### src/rtl/mips_mdu_pkg.sv
// rtl/mips_mdu_pkg.sv - shared constants and FSM state type for the multiply/divide unit
package mips_mdu_pkg;

  localparam int DIV_WIDTH = 32;

  typedef enum logic [2:0] {
    IDLE,
    LOAD,
    ITER,
    FIX,
    DONE
  } div_state_t;

endpackage

### src/rtl/div_step.sv
// rtl/div_step.sv - one restoring-division step on the packed {rem,quo} register
module div_step #(
  parameter int WIDTH = 32
) (
  input  logic [2*WIDTH-1:0] rem_quo,
  input  logic [WIDTH-1:0]   divisor,
  output logic [2*WIDTH-1:0] rem_quo_next
);

  logic [WIDTH:0] partial;
  logic [WIDTH:0] diff;
  logic           ge;

  // The shifted remainder is WIDTH+1 bits; since rem < divisor before the shift,
  // bit WIDTH of the difference is exactly the borrow.
  always_comb begin
    partial      = rem_quo[2*WIDTH-1:WIDTH-1];
    diff         = partial - {1'b0, divisor};
    ge           = ~diff[WIDTH];
    rem_quo_next = {(ge ? diff[WIDTH-1:0] : partial[WIDTH-1:0]), rem_quo[WIDTH-2:0], ge};
  end

endmodule

### src/rtl/divider.sv
// rtl/divider.sv - iterative restoring divider for DIV/DIVU (quotient to LO, remainder to HI)
module divider
  import mips_mdu_pkg::*;
#(
  parameter int WIDTH = DIV_WIDTH
) (
  input  logic             clk,
  input  logic             rst_n,
  input  logic             sign,
  input  logic             enable,
  input  logic [WIDTH-1:0] dividend,
  input  logic [WIDTH-1:0] divisor,
  output logic [WIDTH-1:0] quotient,
  output logic [WIDTH-1:0] remainder,
  output logic             divready,
  output logic             div_by_zero
);

  localparam int CW = $clog2(WIDTH);

  div_state_t         state, next_state;
  logic [CW-1:0]      count;
  logic [2*WIDTH-1:0] rem_quo, rem_quo_next;
  logic [WIDTH-1:0]   dvsr, dvd_raw;
  logic               neg_quo, neg_rem, zero_dvsr;
  logic [WIDTH-1:0]   abs_dvd, abs_dvs;
  logic [WIDTH-1:0]   fix_quo, fix_rem;

  div_step #(.WIDTH(WIDTH)) u_step (
    .rem_quo      (rem_quo),
    .divisor      (dvsr),
    .rem_quo_next (rem_quo_next)
  );

  always_ff @(posedge clk or negedge rst_n) begin
    if (!rst_n) state <= IDLE;
    else        state <= next_state;
  end

  always_comb begin
    next_state = IDLE;
    case (state)
      IDLE:    next_state = enable ? LOAD : IDLE;
      LOAD:    next_state = enable ? ITER : IDLE;
      ITER:    next_state = !enable ? IDLE : ((count == '0) ? FIX : ITER);
      FIX:     next_state = enable ? DONE : IDLE;
      DONE:    next_state = enable ? DONE : IDLE;
      default: next_state = IDLE;
    endcase
  end

  // Magnitudes are plain WIDTH-bit negations, so the most negative value maps to itself.
  always_comb begin
    divready = (state == DONE);
    abs_dvd  = (sign && dividend[WIDTH-1]) ? -dividend : dividend;
    abs_dvs  = (sign && divisor[WIDTH-1])  ? -divisor  : divisor;
    fix_quo  = neg_quo ? -rem_quo[WIDTH-1:0]       : rem_quo[WIDTH-1:0];
    fix_rem  = neg_rem ? -rem_quo[2*WIDTH-1:WIDTH] : rem_quo[2*WIDTH-1:WIDTH];
    if (zero_dvsr) begin
      fix_quo = '1;
      fix_rem = dvd_raw;
    end
  end

  always_ff @(posedge clk or negedge rst_n) begin
    if (!rst_n) begin
      count       <= '0;
      rem_quo     <= '0;
      dvsr        <= '0;
      dvd_raw     <= '0;
      neg_quo     <= 1'b0;
      neg_rem     <= 1'b0;
      zero_dvsr   <= 1'b0;
      quotient    <= '0;
      remainder   <= '0;
      div_by_zero <= 1'b0;
    end else begin
      case (state)
        LOAD: begin
          rem_quo   <= {{WIDTH{1'b0}}, abs_dvd};
          dvsr      <= abs_dvs;
          dvd_raw   <= dividend;
          neg_quo   <= sign & (dividend[WIDTH-1] ^ divisor[WIDTH-1]);
          neg_rem   <= sign & dividend[WIDTH-1];
          zero_dvsr <= (divisor == '0);
          count     <= CW'(WIDTH - 1);
        end
        ITER: begin
          if (enable) begin
            rem_quo <= rem_quo_next;
            count   <= count - CW'(1);
          end
        end
        FIX: begin
          if (enable) begin
            quotient    <= fix_quo;
            remainder   <= fix_rem;
            div_by_zero <= zero_dvsr;
          end
        end
        default: ;
      endcase
    end
  end

endmodule

### config.mk
export PLATFORM = sky130hd
export DESIGN_NAME = divider
export DESIGN_NICKNAME = d
export VERILOG_FILES = /design/src/rtl/mips_mdu_pkg.sv /design/src/rtl/div_step.sv /design/src/rtl/divider.sv
export SDC_FILE = /design/constraint.sdc
export NUM_CORES = 1
export LEC_CHECK = 0
export ABC_AREA = 1
export BUFFER_PORTS_ARGS = -buffer_cell sky130_fd_sc_hd__buf_2
export CORE_MARGIN = 2
export CORE_UTILIZATION = 25
export DETAILED_ROUTE_END_ITERATION = 8
export GPL_TIMING_DRIVEN = 0
export PLACE_DENSITY = 0.4
export SLEW_MARGIN = 20
export SYNTH_ARGS = -nofsm -noshare
export SYNTH_HDL_FRONTEND = slang
export SYNTH_SLANG_ARGS = --single-unit
### constraint.sdc
create_clock -name clk -period 2.6 [get_ports clk]
set_input_delay 0.52 -clock clk [delete_from_list [all_inputs] [get_ports clk]]
set_output_delay 0.52 -clock clk [all_outputs]
set_load 0.02 [all_outputs]
==> key figures <==
Logic synthesis
  – Synth Cell Area: 0.01475 mm2
  – Cell with the most instances after synthesis: nand2_1
  – Synth top area share: 34.61%
  – Syn Nets: 2,375
  – Flops & latches, synth: 204
  – Post-synthesis sequential area ratio: 34.61%
  – Top post-synthesis cells by area: dfrtp_1 35%, nand2_1 17%, inv_1 9.0%
  – EDFF count, synth: 0
  – Post-synth cell types: 45
  – Yosys top cell by area: dfrtp_1
  – Ys async rst share: 100.0%
  – Warnings from Yosys: 0
  – Syn Inst Count: 2,269
  – Synth Flop Type: dfrtp_1
  – Top cells by count, synth: 681 x nand2_1, 353 x inv_1, 235 x nand3_1, 204 x dfrtp_1, 192 x nor2_1
  – Syn avg cell area: 6.500 um2

CTS
  – Clock sink total: 204
  – Num CTS Buffers: 29
  – CTS clk-pin slew, worst paths: 0.06 ns
  – Root Buffer: clkbuf_16
  – Clock latency on the worst-skew pair: 0.57 ns
  – CTS tree: built
  – Max Buffers Root-to-Sink: 3
  – Max H-tree Level: 1

Layout
  – Finished Core Util: 29.94%
  – Fill cell count: 6,584
  – Area added between synthesis and finish: 19.12%
  – Layout cells sized above 1: 11.03%
  – Layout Nets: 2,549

Outcome
  – Status: completed

Critical path
  – Worst Path Required: 3.10 ns
  – Kind of start point of the critical path: flip-flop
  – Worst reg2reg path depth: 9
  – CP Class: flip-flop to flip-flop
  – Reg2Reg Setup Slack: 0.14 ns
  – Nature of the critical path endpoint: flip-flop
  – Arrival time at the worst endpoint: 2.96 ns
  – Max FO, Critical Path: 10
  – Reg2reg end: remainder[21]$_DFFE_PN0P_
  – Reg2Reg Launch Point: state[2]$_DFF_PN0_

Floorplanning
  – I/O pin count: 134
  – Chip width: 246.9 um
  – Die height: 246.9 um
  – # rows: 89
  – Initial Utilization: 25.13%
  – Core area: 0.05869 mm2
  – Full die area: 0.06095 mm2

Global route
  – GRT Total Usage: 20.43%
  – Largest net degree at the start of global routing: 90
  – Initial antenna violation count: 4
  – First-pass GRT wire length: 93,940 um
  – Vias in the first global route: 14,940
  – Gr ovfl total: 0

STA
  – Final Hold Vio Count: 0
  – RSZ-0062 raised after global routing: yes
  – Fin crit share: 94.76%
  – Clock skew: 0.008125 ns
  – Setup WS post-layout: 0.1361 ns
  – Hold slack: 0.1661 ns
  – Post-route minimum period: 2.464 ns
  – Slew @ Worst Pin: 0.8789 ns
  – Slew Viols, Final: 0
  – Max-slew headroom at the worst pin: 41.40%
  – Finish-stage setup viols: 0
  – Fmax: 405.9 MHz

Placed design
  – RD Place Congestion: 0.9206
  – Dpl ws: -0.2475 ns
  – Post-DP HPWL: 51,070 um
  – Port Buffers: 133

Worst hold path
  – Worst Hold End: state[2]$_DFF_PN0_
  – Hold Path Class: primary input to flip-flop
  – Worst hold stages: 3
  – HP Start: enable

Route
  – Remaining DRCs: 0
  – DR WL/cell: 19.17 um
  – Vias: 15,260
  – Antenna Violating Nets Remaining: 0
  – Pre-Repair DR Iteration Count: 5
  – Initial DRC count: 989
  – Final WL: 62,100 um
  – Vias per cell: 4.710

Power and ir drop
  – P_leak: 9.118 nW
  – Power Density: 960.5 mW/mm2
  – Max VDD drop: 0.3847 mV

Job
  – Max Cap Viol: 0
## where the power goes
group,total [W],switching (W),leakage [nW],internal (W)
Sequential,0.00529,0.000878,2.52,0.00441
Combinational,0.00763,0.00529,6.13,0.00234
Clock,0.00395,0.00156,0.464,0.00239
Total,0.0169,0.00774,9.12,0.00914
## metal layers
layer  vias to the layer above  wire [um]  global-route usage [%]
met4                         2       1778                   6.361
met3                        82       2950                   2.192
met1                      7192      29640                   28.77
met2                       393      27720                   32.67
li1                       7591          -                       -
met5                         -         12                       0
## logic make-up after synthesis
family | after synthesis | share of synthesized area (%)
XOR/XNOR | 63 | 3.741
flip-flops | 204 | 34.61
AO/OA/AOI/OAI | 324 | 12.45
buffers and inverters | 435 | 11.36
AND/OR/NAND/NOR | 1205 | 34.56
adder cells (fa/ha/maj) | 38 | 3.275
## metrics by stage
step | cells | TNS, ns | total power (W) | area (um2)
4_1_cts | 3233 | 0 | 0.01696 | 17410
5_1_grt | 3240 | -0.01466 | 0.01822 | 17570
3_5_place_dp | 3177 | -8.087 | 0.01290 | 16450
6_report | 3240 | 0 | 0.01687 | 17570
3_3_place_gp | 3175 | -609.14 | 0.01288 | 16380
2_1_floorplan | 2269 | 0 | 0.01001 | 14750
## layout make-up
| type | count | area [um2] | share of cell area [%] |
|---|---|---|---|
| multi-input cells | 1630 | 8043 | 45.78 |
| inverters | 365 | 1370 | 7.799 |
| diodes | 1 | 2.502 | 0.01424 |
| plain buffers | 69 | 316.6 | 1.802 |
| clock inverters | 11 | 115.1 | 0.6552 |
| flip-flops and latches | 204 | 5112 | 29.10 |
| repair buffers | 144 | 813.3 | 4.629 |
| clock buffers | 43 | 828.3 | 4.715 |
| well taps | 773 | 967.2 | 5.505 |
## sequential cells by signal, indices dropped and copies added (netlist names)
signal and flops:
count 5, remainder 32, div_by_zero 1, zero_dvsr 1
neg_quo 1, quotient 32, rem_quo 64, neg_rem 1
dvd_raw 32, state 3, dvsr 32
## critical path, cell delays in order, from the launching register on
cell      delay (ns)
dfrtp_1         0.40
nor2_1          0.11
inv_1           0.08
nor2_4          0.30
inv_2           0.21
nor2_1          0.29
clkbuf_4        0.33
buf_2           0.35
nand3_1         0.21
nand3_1         0.12
## how the worst max path moves through the flow
| stage | to | startpoint | depth (start not counted) |
|---|---|---|---|
| CTS | quotient[22]$_DFFE_PN0P_ | state[2]$_DFF_PN0_ | 10 |
| detailed placement | quotient[22]$_DFFE_PN0P_ | enable | 12 |
| global route | quotient[28]$_DFFE_PN0P_ | rem_quo[0]$_DFFE_PN0P_ | 11 |
| global placement | dvsr[23]$_DFFE_PN0P_ | rst_n | 1 |
| floorplan | rem_quo[40]$_DFFE_PN0P_ | rem_quo[31]$_DFFE_PN0P_ | 18 |
| finish | remainder[21]$_DFFE_PN0P_ | state[2]$_DFF_PN0_ | 9 |
## placed cells by master, fill, tap and decap left out, drive strengths merged, types with 2 or more instances in the layout
cell type  netlist  final
a21o             2      2
a21oi           86     86
a22oi            6      6
a31oi           12     12
and2             5      5
buf             25    163
bufinv           0      2
clkbuf          45     92
clkinv           3     10
dfrtp          204    204
ha              37     37
inv            362    363
nand2          690    690
nand3          236    236
nand3b           3      3
nand4           28     28
nor2           201    201
nor3            33     33
o211ai          19     19
o21ai          155    155
o21bai          10     10
o221ai          15     15
o22ai           12     12
o31ai            6      6
or2              7      7
xnor2           19     19
xor2            44     44
## what timing repair did
item,CTS,global route
setup endpoints to repair,45,55
resized for setup,2,31
pin swaps,0,5
buffers inserted,1,7
hold buffers,1,0
hold endpoints to repair,58,0
No activity file was read; power rests on OpenSTA's default activity.
